--- config.mk ---
export PLATFORM = sky130hd
export DESIGN_NAME = spi_fsm
export DESIGN_NICKNAME = d
export VERILOG_FILES = /design/src/rtl/spi_fsm.sv
export SDC_FILE = /design/constraint.sdc
export NUM_CORES = 1
export LEC_CHECK = 0
export ABC_AREA = 0
export BUFFER_PORTS_ARGS = -buffer_cell sky130_fd_sc_hd__buf_2
export CAP_MARGIN = 20
export CORE_MARGIN = 1
export CORE_UTILIZATION = 40
export CTS_BUF_LIST = sky130_fd_sc_hd__clkbuf_4
export DETAILED_ROUTE_END_ITERATION = 12
export GPL_TIMING_DRIVEN = 1
export HOLD_SLACK_MARGIN = 0.15
export PLACE_DENSITY_LB_ADDON = 0.25
export SKIP_CTS_REPAIR_TIMING = 1
export SLEW_MARGIN = 20
export SYNTH_ARGS = -nofsm -noshare
export SYNTH_HDL_FRONTEND = slang
export SYNTH_SLANG_ARGS = --single-unit
--- constraint.sdc ---
create_clock -name clk -period 1.4 [get_ports clk]
set_input_delay 0.28 -clock clk [delete_from_list [all_inputs] [get_ports clk]]
set_output_delay 0.28 -clock clk [all_outputs]
set_load 0.02 [all_outputs]
--- src/rtl/spi_fsm.sv ---
// spi_fsm: transaction controller for the SPI memory slave.
// Runs an address/R-W phase, then a read or write data phase, and drives every enable in the datapath.
module spi_fsm #(
   parameter int unsigned ADDR_BITS = 7,
   parameter int unsigned DATA_BITS = 8,
   parameter int unsigned CNTW      = 4
) (
   input  logic clk,
   input  logic reset,
   input  logic cs_cond,
   input  logic sclk_pos,
   input  logic sclk_neg,
   input  logic rw_bit,
   output logic addr_we,
   output logic sr_we,
   output logic dm_we,
   output logic miso_bufe,
   output logic busy
);

   typedef enum logic [3:0] {
      IDLE,
      GET_ADDR,
      GOT_ADDR,
      READ_WAIT,
      READ_LOAD,
      READ_SHIFT,
      WRITE_GET,
      WRITE_STORE,
      DONE
   } state_e;

   // Phase-completing edge is recognised by the count it arrives on, so the counter never
   // has to hold the terminal value itself.
   localparam logic [CNTW-1:0] ADDR_LAST = CNTW'(ADDR_BITS);
   localparam logic [CNTW-1:0] DATA_LAST = CNTW'(DATA_BITS - 1);

   state_e            state_q, state_d;
   logic [CNTW-1:0]   cnt_q, cnt_d;

   always_ff @(posedge clk) begin
      if (reset) begin
         state_q <= IDLE;
         cnt_q   <= '0;
      end else begin
         state_q <= state_d;
         cnt_q   <= cnt_d;
      end
   end

   always_comb begin
      state_d = state_q;
      cnt_d   = cnt_q;
      if (state_q == IDLE) begin
         cnt_d = '0;
         if (!cs_cond) begin
            state_d = GET_ADDR;
         end
      end else if (cs_cond) begin
         // Abort wins over any edge pulse arriving in the same cycle.
         state_d = IDLE;
         cnt_d   = '0;
      end else begin
         unique case (state_q)
            GET_ADDR: begin
               if (sclk_pos) begin
                  if (cnt_q == ADDR_LAST) begin
                     state_d = GOT_ADDR;
                     cnt_d   = '0;
                  end else begin
                     cnt_d = cnt_q + CNTW'(1);
                  end
               end
            end
            GOT_ADDR: begin
               state_d = rw_bit ? READ_WAIT : WRITE_GET;
            end
            READ_WAIT: begin
               state_d = READ_LOAD;
            end
            READ_LOAD: begin
               state_d = READ_SHIFT;
            end
            READ_SHIFT: begin
               if (sclk_neg) begin
                  if (cnt_q == DATA_LAST) begin
                     state_d = DONE;
                     cnt_d   = '0;
                  end else begin
                     cnt_d = cnt_q + CNTW'(1);
                  end
               end
            end
            WRITE_GET: begin
               if (sclk_pos) begin
                  if (cnt_q == DATA_LAST) begin
                     state_d = WRITE_STORE;
                     cnt_d   = '0;
                  end else begin
                     cnt_d = cnt_q + CNTW'(1);
                  end
               end
            end
            WRITE_STORE: begin
               state_d = DONE;
            end
            DONE: begin
               state_d = DONE;
            end
            default: begin
               state_d = IDLE;
               cnt_d   = '0;
            end
         endcase
      end
   end

   always_comb begin
      addr_we   = 1'b0;
      sr_we     = 1'b0;
      dm_we     = 1'b0;
      miso_bufe = 1'b0;
      busy      = (state_q != IDLE);
      unique case (state_q)
         GOT_ADDR:    addr_we   = 1'b1;
         READ_LOAD:   sr_we     = 1'b1;
         READ_SHIFT:  miso_bufe = 1'b1;
         WRITE_STORE: dm_we     = 1'b1;
         default: ;
      endcase
   end

endmodule

# Word-level counts from Yosys, hierarchy flattened
# Index checks and enable logic that the tools add are counted.
dict set report word_totals {
  reg_bits 8
  inputBits 6
  out_inout_bits 5
  word_cells 49
}
dict set report op_classes {
  addsub 1
  eq_ne 18
  n_mux 19
  bitwise_logic 1
  reduce_logical 8
}
# op count
set ops {}
lappend ops {{4-bit 2-to-1 mux} 12}
lappend ops {{4-bit one-hot mux with 7 select lines} 1}
lappend ops {{4-bit != test (second input constant)} 6}
lappend ops {{4-bit by 3-bit equality test with 1-bit output (second input constant)} 5}
lappend ops {{4-bit one-hot mux with 3 select lines} 1}
lappend ops {{4-bit by 2-bit equality test with 1-bit output (second input constant)} 2}
lappend ops {{7-bit AND reduction} 1}
lappend ops {{5-bit OR reduction} 1}
lappend ops {{4-bit by 1-bit adder with 4-bit output (second input constant)} 1}
lappend ops {{4-bit by 1-bit equality test with 1-bit output (second input constant)} 1}
lappend ops {{4-bit equality test (second input constant)} 1}
lappend ops {{4-bit logical NOT} 1}
lappend ops {{1-bit 2-to-1 mux} 4}
lappend ops {{2-bit != test (second input constant)} 2}
lappend ops {{4-bit nonzero test} 1}
lappend ops {{2-bit OR reduction} 2}
lappend ops {{3-bit 2-to-1 mux} 1}
lappend ops {{3-bit AND reduction} 1}
lappend ops {{3-bit OR reduction} 1}
lappend ops {{2-bit by 1-bit != test with 1-bit output (second input constant)} 1}
lappend ops {{1-bit inverter} 1}

# Longest topological paths before layout
# Gate-level depths: netlist (run 1).
dict set report depth {
  word_depth 6
  depth_mapped 6
  depth_no_buf 6
}

# Worst setup path after synthesis (run 1)
# No wires, ideal clock.
dict set report synth_path {
  path_kind {flip-flop to output port}
  from {register state_q[2]}
  to {output sr_we}
  arrival_time_ns 1.342
  t_required_ns 1.120
  setup_slack_ns -0.222
  stages_incl_launch_ff 3
  path_buffers 1
  path_cell_list {dfxtp_1 buf_2 nor4b_1}
}
dict set report synth_via {
  elab_chain_len 2
}
# element line_no
set synth_lines {}
lappend synth_lines {{start: declaration} 38} ;# state_e state_q, state_d;
lappend synth_lines {{start signal: assignment} 46} ;# state_q <= state_d;
lappend synth_lines {{4-bit by 3-bit equality test with 1-bit output} 124} ;# unique case (state_q)
lappend synth_lines {{1-bit 2-to-1 mux} 124}
lappend synth_lines {{end: declaration} 15} ;# output logic sr_we,
# Every way passes these cells.

# Worst setup path in the final report (run 1)
dict set report layout_path {
  from {register state_q[2]}
  to {output busy}
}
dict set report layout_via {
  elab_chain_len 1
}
# element line_no
set layout_lines {}
lappend layout_lines {{4-bit nonzero test} 123} ;# busy = (state_q != IDLE);
lappend layout_lines {{end: declaration} 18} ;# output logic busy
# Every way passes these cells.

==> results_dict.tcl, run 1 <==
set metrics [dict create \
    crit_arrival_ns 1.29 \
    yosys.area_share.simple_pct 31.40 \
    powerDensity_nw_per_um2 595.4 \
    grt_max_degree 12 \
    htreeDepth 1 \
    design.core.area_um2 1350 \
    reg2regPathDepth 6 \
    multiInputGateArea_um2 480.5 \
    syn_avg_cell_area_um2 8.184 \
    grt_pass1_vias 527 \
    synth-adder-area-share_pct 2.066 \
    cts_root_buf "clkbuf_4" \
    synth_ff_type "dfxtp_1" \
    die-area_um2 1674 \
    fin_crit_ns 1.568 \
    max_freq_ghz 0.6378 \
    fp-row-count 13 \
    preCtsSetupSlack_ns -0.08066 \
    muxShareOfSynthArea_pct 4.959 \
    synth-compound-area-share_pct 28.10 \
    grt_overflow 0 \
    hold_violations 0 \
    setup_ws_ns -0.1680 \
    cts_buffer_depth 2 \
    ys_async_sr_fraction_pct 0 \
    die_y_um 40.91 \
    dr.pass1.iters 4 \
    die_x_um 40.91 \
    cap_violations 0 \
    vias 664 \
    track_usage_pct 19.80 \
    cp-start-kind "flip-flop" \
    required_ns 1.12 \
    antenna_cells 0 \
    min_path_cells 3 \
    critical_path_class "flip-flop to output pin" \
    synthDistinctLibCells 33 \
    cts-buffers-inserted 3 \
    failed_checks "setup timing" \
    layout-drive-gt1-share_pct 57.69 \
    io_buffers 10 \
    rsz0062_at_grt "yes" \
    synth_xor_area_share_pct 0 \
    cts_tree "built" \
    hold_ws_ns 0.3296 \
    yosys.area.top_type "dfxtp_1" \
    synth_top_family_by_area "simple AND/OR/NAND/NOR gates" \
    antenna_found_initial 0 \
    setup_viol 8 \
    drt_wl_total_um 1619 \
    worst_ir_drop_vdd_uv 740.7 \
    yosysSeqAreaShare_pct 26.45 \
    grt_first_pass_wirelength_um 2132 \
    drcViolationCount 0 \
    area_growth_pct 54.13 \
    power.total_mw 0.5557 \
    hp-class "input port to flip-flop" \
    netlist_instances 74 \
    synth-seq-cells 8 \
    drt_iter0_markers 12 \
    synth_nets 81 \
    start_util_pct 44.86 \
    gp_congestion 0.8971 \
    slew_viol_final 0 \
    viasPerCell 5.580 \
    fin_nets 113 \
    crit_path_end_kind "output pin" \
    finalCritPeriodShare_pct 112.0 \
    clock_skew_ns 0.005067 \
    synth_warnings 0 \
    worstSkewPairLatency_ns 0.25 \
    crit_fanout 5 \
    relSlewSlack_pct 76.17 \
    finalSetupTns_ns -0.5884 \
    synth-edff-count 0 \
    place_hpwl_um 1113 \
    num_io_pins 11 \
    status "complete, but fails checks" \
    clk_pin_slew_worst_paths_ns 0.05 \
    cts_sinks 8 \
    max_slew.worst_pin.slew_ns 0.3566 \
    antenna_left 0 \
    regArea_um2 172.7 \
    wl_per_cell_um 13.61 \
    num-fill-cells 111 \
    synth.area.top_cells "dfxtp_1 26%, o311ai_2 5.4%, mux2i_1 5.0%, nand2_1 5.0%, nor2_1 4.3%" \
    syn-cell-area_um2 605.6 \
    p_leak_nw 0.3854 \
    synthDominantCellAreaShare_pct 26.45 \
]
==> Yosys cell counts, drive strengths merged, types with 3 or more instances <==
cell,number
a21oi,4
buf,4
dfxtp,8
inv,3
mux2i,3
nand2,9
nand3,3
nor2,7
nor3,3
o21a,3
o21ai,5
o22ai,3
or4,3
==> layer usage <==
layer | GRT usage, % | part of all wire [%] | vias to the layer above
li1 | - | - | 337
met1 | 25.25 | 46 | 307
met2 | 30.47 | 49 | 15
met3 | 4.891 | 3.4 | 5
met4 | 10.00 | 1.5 | 0
met5 | 0 | 0 | -
==> registers in the layout (all words and copies together) (netlist names) <==
register	flops
cnt_q	4
state_q	4
==> worst max-delay path, cell delays in order (launching register included) <==
cell	delay, ns
dfxtp_2	0.35
or4_4	0.55
buf_6	0.15
==> report_power, final <==
group          leakage [nW]  internal, mW  switching (mW)
logic                 0.303        0.0784          0.0674
registers            0.0682         0.230         0.00897
clock network        0.0138        0.0977          0.0732
total                 0.385         0.406           0.150
==> kinds of logic (layout without fill, tap and decap cells) <==
kind of cell	after synthesis	count (layout)
adders and majority gates	1	1
buffers and inverters	7	37
and+or+nand+nor	34	34
DFF	8	8
AOI/OAI and AO/OA	21	21
muxes	3	3
==> per-stage QoR <==
stage          cell area (µm²)  std cells  utilization, %
2_1_floorplan            630.6         74               -
3_3_place_gp             799.5        113           59.22
3_5_place_dp             799.5        113           59.22
4_1_cts                  822.0        116           60.89
5_1_grt                  933.4        119           69.14
6_report                 933.4        119           69.14
==> path summary, 6_finish.rpt <==
check                                  end        from  slack [ns]
worst min-delay path            state_q[2]      rw_bit        0.33
worst max-delay path                  busy  state_q[2]       -0.17
worst min register to register    cnt_q[2]    cnt_q[2]        0.55
worst max register to register  state_q[1]  state_q[0]       -0.17
==> cell usage in the layout (no fill, tap or decap), drive strengths merged, types with 2 or more instances in the layout <==
master   n
a21oi    4
and3b    2
buf     31
clkbuf   3
dfxtp    8
inv      3
mux2i    3
nand2    9
nand3    3
nor2     7
nor3     3
nor3b    2
o21a     3
o21ai    5
o22ai    3
o311ai   2
or4      3
==> area by class of cell <==
class	count	share of cell area, %
Sequential cell	8	18.50
Multi-Input combinational cell	59	51.47
Clock buffer	3	2.413
Tap cell	15	2.011
Timing Repair Buffer	31	24.40
Inverter	3	1.206
Power figures use the tool's default switching activity.
==> run 2: changes to the inputs <==
--- a/config.mk
+++ b/config.mk
@@ -12,9 +12,8 @@
 export CORE_UTILIZATION = 40
 export CTS_BUF_LIST = sky130_fd_sc_hd__clkbuf_4
 export DETAILED_ROUTE_END_ITERATION = 12
-export GPL_TIMING_DRIVEN = 1
+export GPL_TIMING_DRIVEN = 0
 export HOLD_SLACK_MARGIN = 0.15
-export PLACE_DENSITY_LB_ADDON = 0.25
 export SKIP_CTS_REPAIR_TIMING = 1
 export SLEW_MARGIN = 20
 export SYNTH_ARGS = -nofsm -noshare
==> results_dict.tcl, run 2 (synthesis gave the netlist of run 1 again) <==
set metrics [dict create \
    status "complete, but fails checks" \
    failed_checks "setup timing" \
    fin_nets 105 \
    worstSkewPairLatency_ns 0.26 \
    final_cell_mix "9 x buf_2, 8 x buf_4, 7 x nand2_1, 6 x nor2_1" \
    die_y_um 40.91 \
    preCtsSetupSlack_ns -0.1343 \
    cp_cell_sequence "or4_4, buf_6, buf_6" \
    p_leak_nw 0.3614 \
    hp-class "input port to flip-flop" \
    viasPerCell 5.423 \
    relSlewSlack_pct 67.55 \
    powerDensity_nw_per_um2 625.7 \
    slew_viol_final 0 \
    regArea_um2 177.7 \
    cap_violations 0 \
    max_freq_ghz 0.6037 \
    met2_length_um 646 \
    antenna_left 0 \
    area_growth_pct 49.17 \
    antenna_cells 0 \
    wl_met3_um 67 \
    setup_ws_ns -0.2565 \
    max_slew.worst_pin.slew_ns 0.4849 \
    finalSetupTns_ns -1.375 \
    wl_met1_um 758 \
    fin_crit_ns 1.656 \
    design.core.area_um2 1350 \
    multiInputGateArea_um2 483.0 \
    top_layer "met4" \
    path_common_cell "buf_6" \
    hold_violations 0 \
    setup_viol 11 \
    clock_skew_ns 0.01438 \
    cts_buffer_depth 2 \
    cts-buffers-inserted 3 \
    vias 602 \
    cts_sinks 8 \
    grt_first_pass_wirelength_um 1980 \
    required_ns 1.12 \
    dr.pass1.iters 5 \
    finalCritPeriodShare_pct 118.3 \
    critical_path_class "flip-flop to output pin" \
    htreeDepth 1 \
    largest_registers "cnt_q (4), state_q (4)" \
    crit_arrival_ns 1.38 \
    grt_max_degree 11 \
    drt_wl_total_um 1479 \
    num_io_pins 11 \
    crit_fanout 5 \
    drt_iter0_markers 4 \
    crit_path_end_kind "output pin" \
    track_usage_pct 18.99 \
    drcViolationCount 0 \
    num-fill-cells 119 \
    die_x_um 40.91 \
    final_common_cell "buf_2" \
    cp-start-kind "flip-flop" \
    start_util_pct 44.86 \
    place_hpwl_um 971.7 \
    fp-row-count 13 \
    wl_per_cell_um 13.32 \
    die-area_um2 1674 \
    critical_path.max_stage_delay_ns 0.53 \
    antenna_found_initial 0 \
    gp_congestion 0.8017 \
    cpMaxStageDelayCell "or4_4" \
    grt_pass1_vias 437 \
    grt_overflow 0 \
    worst_ir_drop_vdd_uv 534.3 \
    rsz0062_at_grt "yes" \
    io_buffers 10 \
    clk_pin_slew_worst_paths_ns 0.05 \
    layout-drive-gt1-share_pct 53.13 \
    cts_root_buf "clkbuf_4" \
    cts_tree "built" \
]
-- run 2: through the flow --
step           std cells  utilization, %  power [mW]  cell area (µm²)  hold WS (ns)
4_1_cts              102           53.48      0.5268            721.9        0.3247
5_1_grt              111           66.91      0.5968            903.4        0.3313
6_report             111           66.91      0.5653            903.4        0.3155
3_3_place_gp          99           51.81      0.3453            699.4        0.5057
3_5_place_dp          99           51.81      0.3451            699.4        0.5139
2_1_floorplan         74               -      0.3196            630.6        0.4760
-- run 2: layout make-up --
type / instances / share of cell area [%]
multi-input cells: 59 / 53.46
repair buffers: 19 / 16.34
well taps: 15 / 2.078
inverters: 3 / 1.247
flip-flops and latches: 8 / 19.67
clock buffers: 3 / 2.493
plain buffers: 4 / 4.709
-- run 2: metal layers --
layer | track usage, % | vias up
met4 | 5.000 | 0
met3 | 9.783 | 2
met5 | 0 | -
li1 | - | 323
met2 | 26.17 | 13
met1 | 25.49 | 264
-- run 2: power breakdown --
part	internal, mW	switching (mW)
logic	0.0804	0.0723
clock network	0.0984	0.0832
registers	0.226	0.00477
-- run 2: critical path: cells and delay by family, from the launching register on --
kind | cells | cell delay [ns]
flops | 1 | 0.35
buf+inv | 2 | 0.25
simple gates | 1 | 0.53
-- run 2: final timing paths --
kind | from | cells after the start | slack [ns] | end
max | state_q[2] | 3 | -0.26 | busy
min | rw_bit | 3 | 0.32 | state_q[2]
max reg2reg | state_q[0] | 7 | -0.15 | state_q[1]
min reg2reg | cnt_q[2] | 2 | 0.52 | cnt_q[2]
==> run 3: changes to the inputs <==
--- a/config.mk
+++ b/config.mk
@@ -8,12 +8,15 @@
 export ABC_AREA = 0
 export BUFFER_PORTS_ARGS = -buffer_cell sky130_fd_sc_hd__buf_2
 export CAP_MARGIN = 20
+export CELL_PAD_IN_SITES_DETAIL_PLACEMENT = 0
+export CELL_PAD_IN_SITES_GLOBAL_PLACEMENT = 2
 export CORE_MARGIN = 1
-export CORE_UTILIZATION = 40
+export CORE_UTILIZATION = 29
 export CTS_BUF_LIST = sky130_fd_sc_hd__clkbuf_4
 export DETAILED_ROUTE_END_ITERATION = 12
 export GPL_TIMING_DRIVEN = 0
 export HOLD_SLACK_MARGIN = 0.15
+export PLACE_DENSITY_LB_ADDON = 0.1
 export SKIP_CTS_REPAIR_TIMING = 1
 export SLEW_MARGIN = 20
 export SYNTH_ARGS = -nofsm -noshare
==> results_dict.tcl, run 3 (synthesis gave the netlist of run 1 again) <==
set metrics [dict create \
    max_slew.worst_pin.slew_ns 0.4779 \
    final_cell_mix "8 x buf_2, 7 x nand2_1, 7 x buf_4, 6 x nor2_1, 5 x dfxtp_4" \
    p_leak_nw 0.3713 \
    hold_violations 0 \
    cts-buffers-inserted 3 \
    drcViolationCount 0 \
    fin_crit_ns 1.653 \
    cts_root_buf "clkbuf_4" \
    setup_viol 12 \
    failed_checks "setup timing" \
    drt_wl_total_um 1521 \
    power.total_mw 0.5718 \
    max_freq_ghz 0.6050 \
    rsz0062_at_grt "yes" \
    design.core.area_um2 1962 \
    reg2regPathDepth 7 \
    worst_ir_drop_vdd_uv 275.1 \
    dr.pass1.iters 5 \
    final_cell_count_no_fill 123 \
    relSlewSlack_pct 68.02 \
    worstSetupEndpoint "busy" \
    cp-start-kind "flip-flop" \
    viasPerCell 4.992 \
    drt_iter0_markers 9 \
    num_io_pins 11 \
    grt_max_degree 11 \
    wl_per_cell_um 12.37 \
    p_comb_share_pct 30.3 \
    preCtsSetupSlack_ns -0.2195 \
    cts_sinks 8 \
    fin_nets 105 \
    post-route-util_pct 49.62 \
    required_ns 1.12 \
    swShare_pct 27.28 \
    clockPowerShare_pct 29.6 \
    grt_pass1_vias 542 \
    area_growth_pct 60.74 \
    crit_fanout 3 \
    worstSkewPairLatency_ns 0.25 \
    final_common_cell "buf_2" \
    cts_tree "built" \
    htreeDepth 1 \
    layout-drive-gt1-share_pct 58.33 \
    slew_viol_final 0 \
    rr_endpoint "cnt_q[3]" \
    clk_pin_slew_worst_paths_ns 0.05 \
    largest_registers "cnt_q (4), state_q (4)" \
    io_buffers 10 \
    die_x_um 47.70 \
    startpoint "state_q[0]" \
    die-area_um2 2275 \
    gp_congestion 0.6743 \
    vias 614 \
    setup_ws_ns -0.2528 \
    fp-row-count 16 \
    switchingPower_mw 0.1560 \
    start_util_pct 30.87 \
    crit_arrival_ns 1.37 \
    track_usage_pct 14.99 \
    finalCritPeriodShare_pct 118.1 \
    status "complete, but fails checks" \
    antenna_cells 0 \
    reg2reg_slack_ns -0.18 \
    min_path_cells 3 \
    reg2reg_from "state_q[0]" \
    cts_buffer_depth 2 \
    powerDensity_nw_per_um2 587.4 \
    power.internal_mw 0.4158 \
    clock_skew_ns 0.005860 \
    die_y_um 47.70 \
    grt_overflow 0 \
    antenna_left 0 \
    seq_power_share_pct 40.1 \
    place_hpwl_um 1088 \
    crit_path_end_kind "output pin" \
    critical_path_class "flip-flop to output pin" \
    hp-class "input port to flip-flop" \
    dpl.cell_count 111 \
    cap_violations 0 \
    grt_first_pass_wirelength_um 2408 \
    antenna_found_initial 0 \
]
==> run 3: worst max-delay path: stages, from the launching register on <==
cell and delay [ns]:
dfxtp_4 0.35, or4_4 0.53, buf_6 0.13, buf_6 0.12
==> run 3: layer usage <==
layer  GRT usage, %  routed length, µm  vias up
li1               -                  -      322
met1          18.83                695      286
met2          25.41                805        6
met3          3.019                 20        0
met4          5.000                  0        0
met5              0                  0        -
==> run 3: cell type report <==
cell class | instances | area (µm²)
multi-input combinational | 59 | 513.0
sequential | 8 | 180.2
buffer | 4 | 46.29
timing repair buffer | 19 | 166.4
tap | 27 | 33.78
fill | 199 | 988.4
clock buffer | 3 | 22.52
inverter | 3 | 11.26
==> run 3: power groups by stage <==
stage                     logic [mW]  registers, mW  clock network, mW
after global routing           0.187          0.230              0.196
after detailed placement       0.107          0.243                  0
after global placement         0.106          0.243                  0
after CTS                      0.107          0.238              0.177
after floorplan               0.0792          0.240                  0
final                          0.173          0.230              0.169
==> run 3: stage by stage <==
stage / setup TNS [ns] / cell area [µm²] / hold slack [ns]
floorplan: 0 / 630.6 / 0.4760
global placement: -1.012 / 714.4 / 0.5156
detailed placement: -1.032 / 714.4 / 0.5132
CTS: -2.248 / 737.0 / 0.3439
global route: -2.214 / 973.4 / 0.3488
finish: -1.353 / 973.4 / 0.3484
==> run 3: worst min path at each step <==
| stage | start | to | slack (ns) |
|---|---|---|---|
| after floorplan | rw_bit | state_q[2] | 0.48 |
| after global placement | cnt_q[2] | cnt_q[2] | 0.52 |
| after detailed placement | cnt_q[3] | cnt_q[3] | 0.51 |
| after CTS | reset | state_q[3] | 0.34 |
| after global routing | rw_bit | state_q[2] | 0.35 |
| final | rw_bit | state_q[2] | 0.35 |
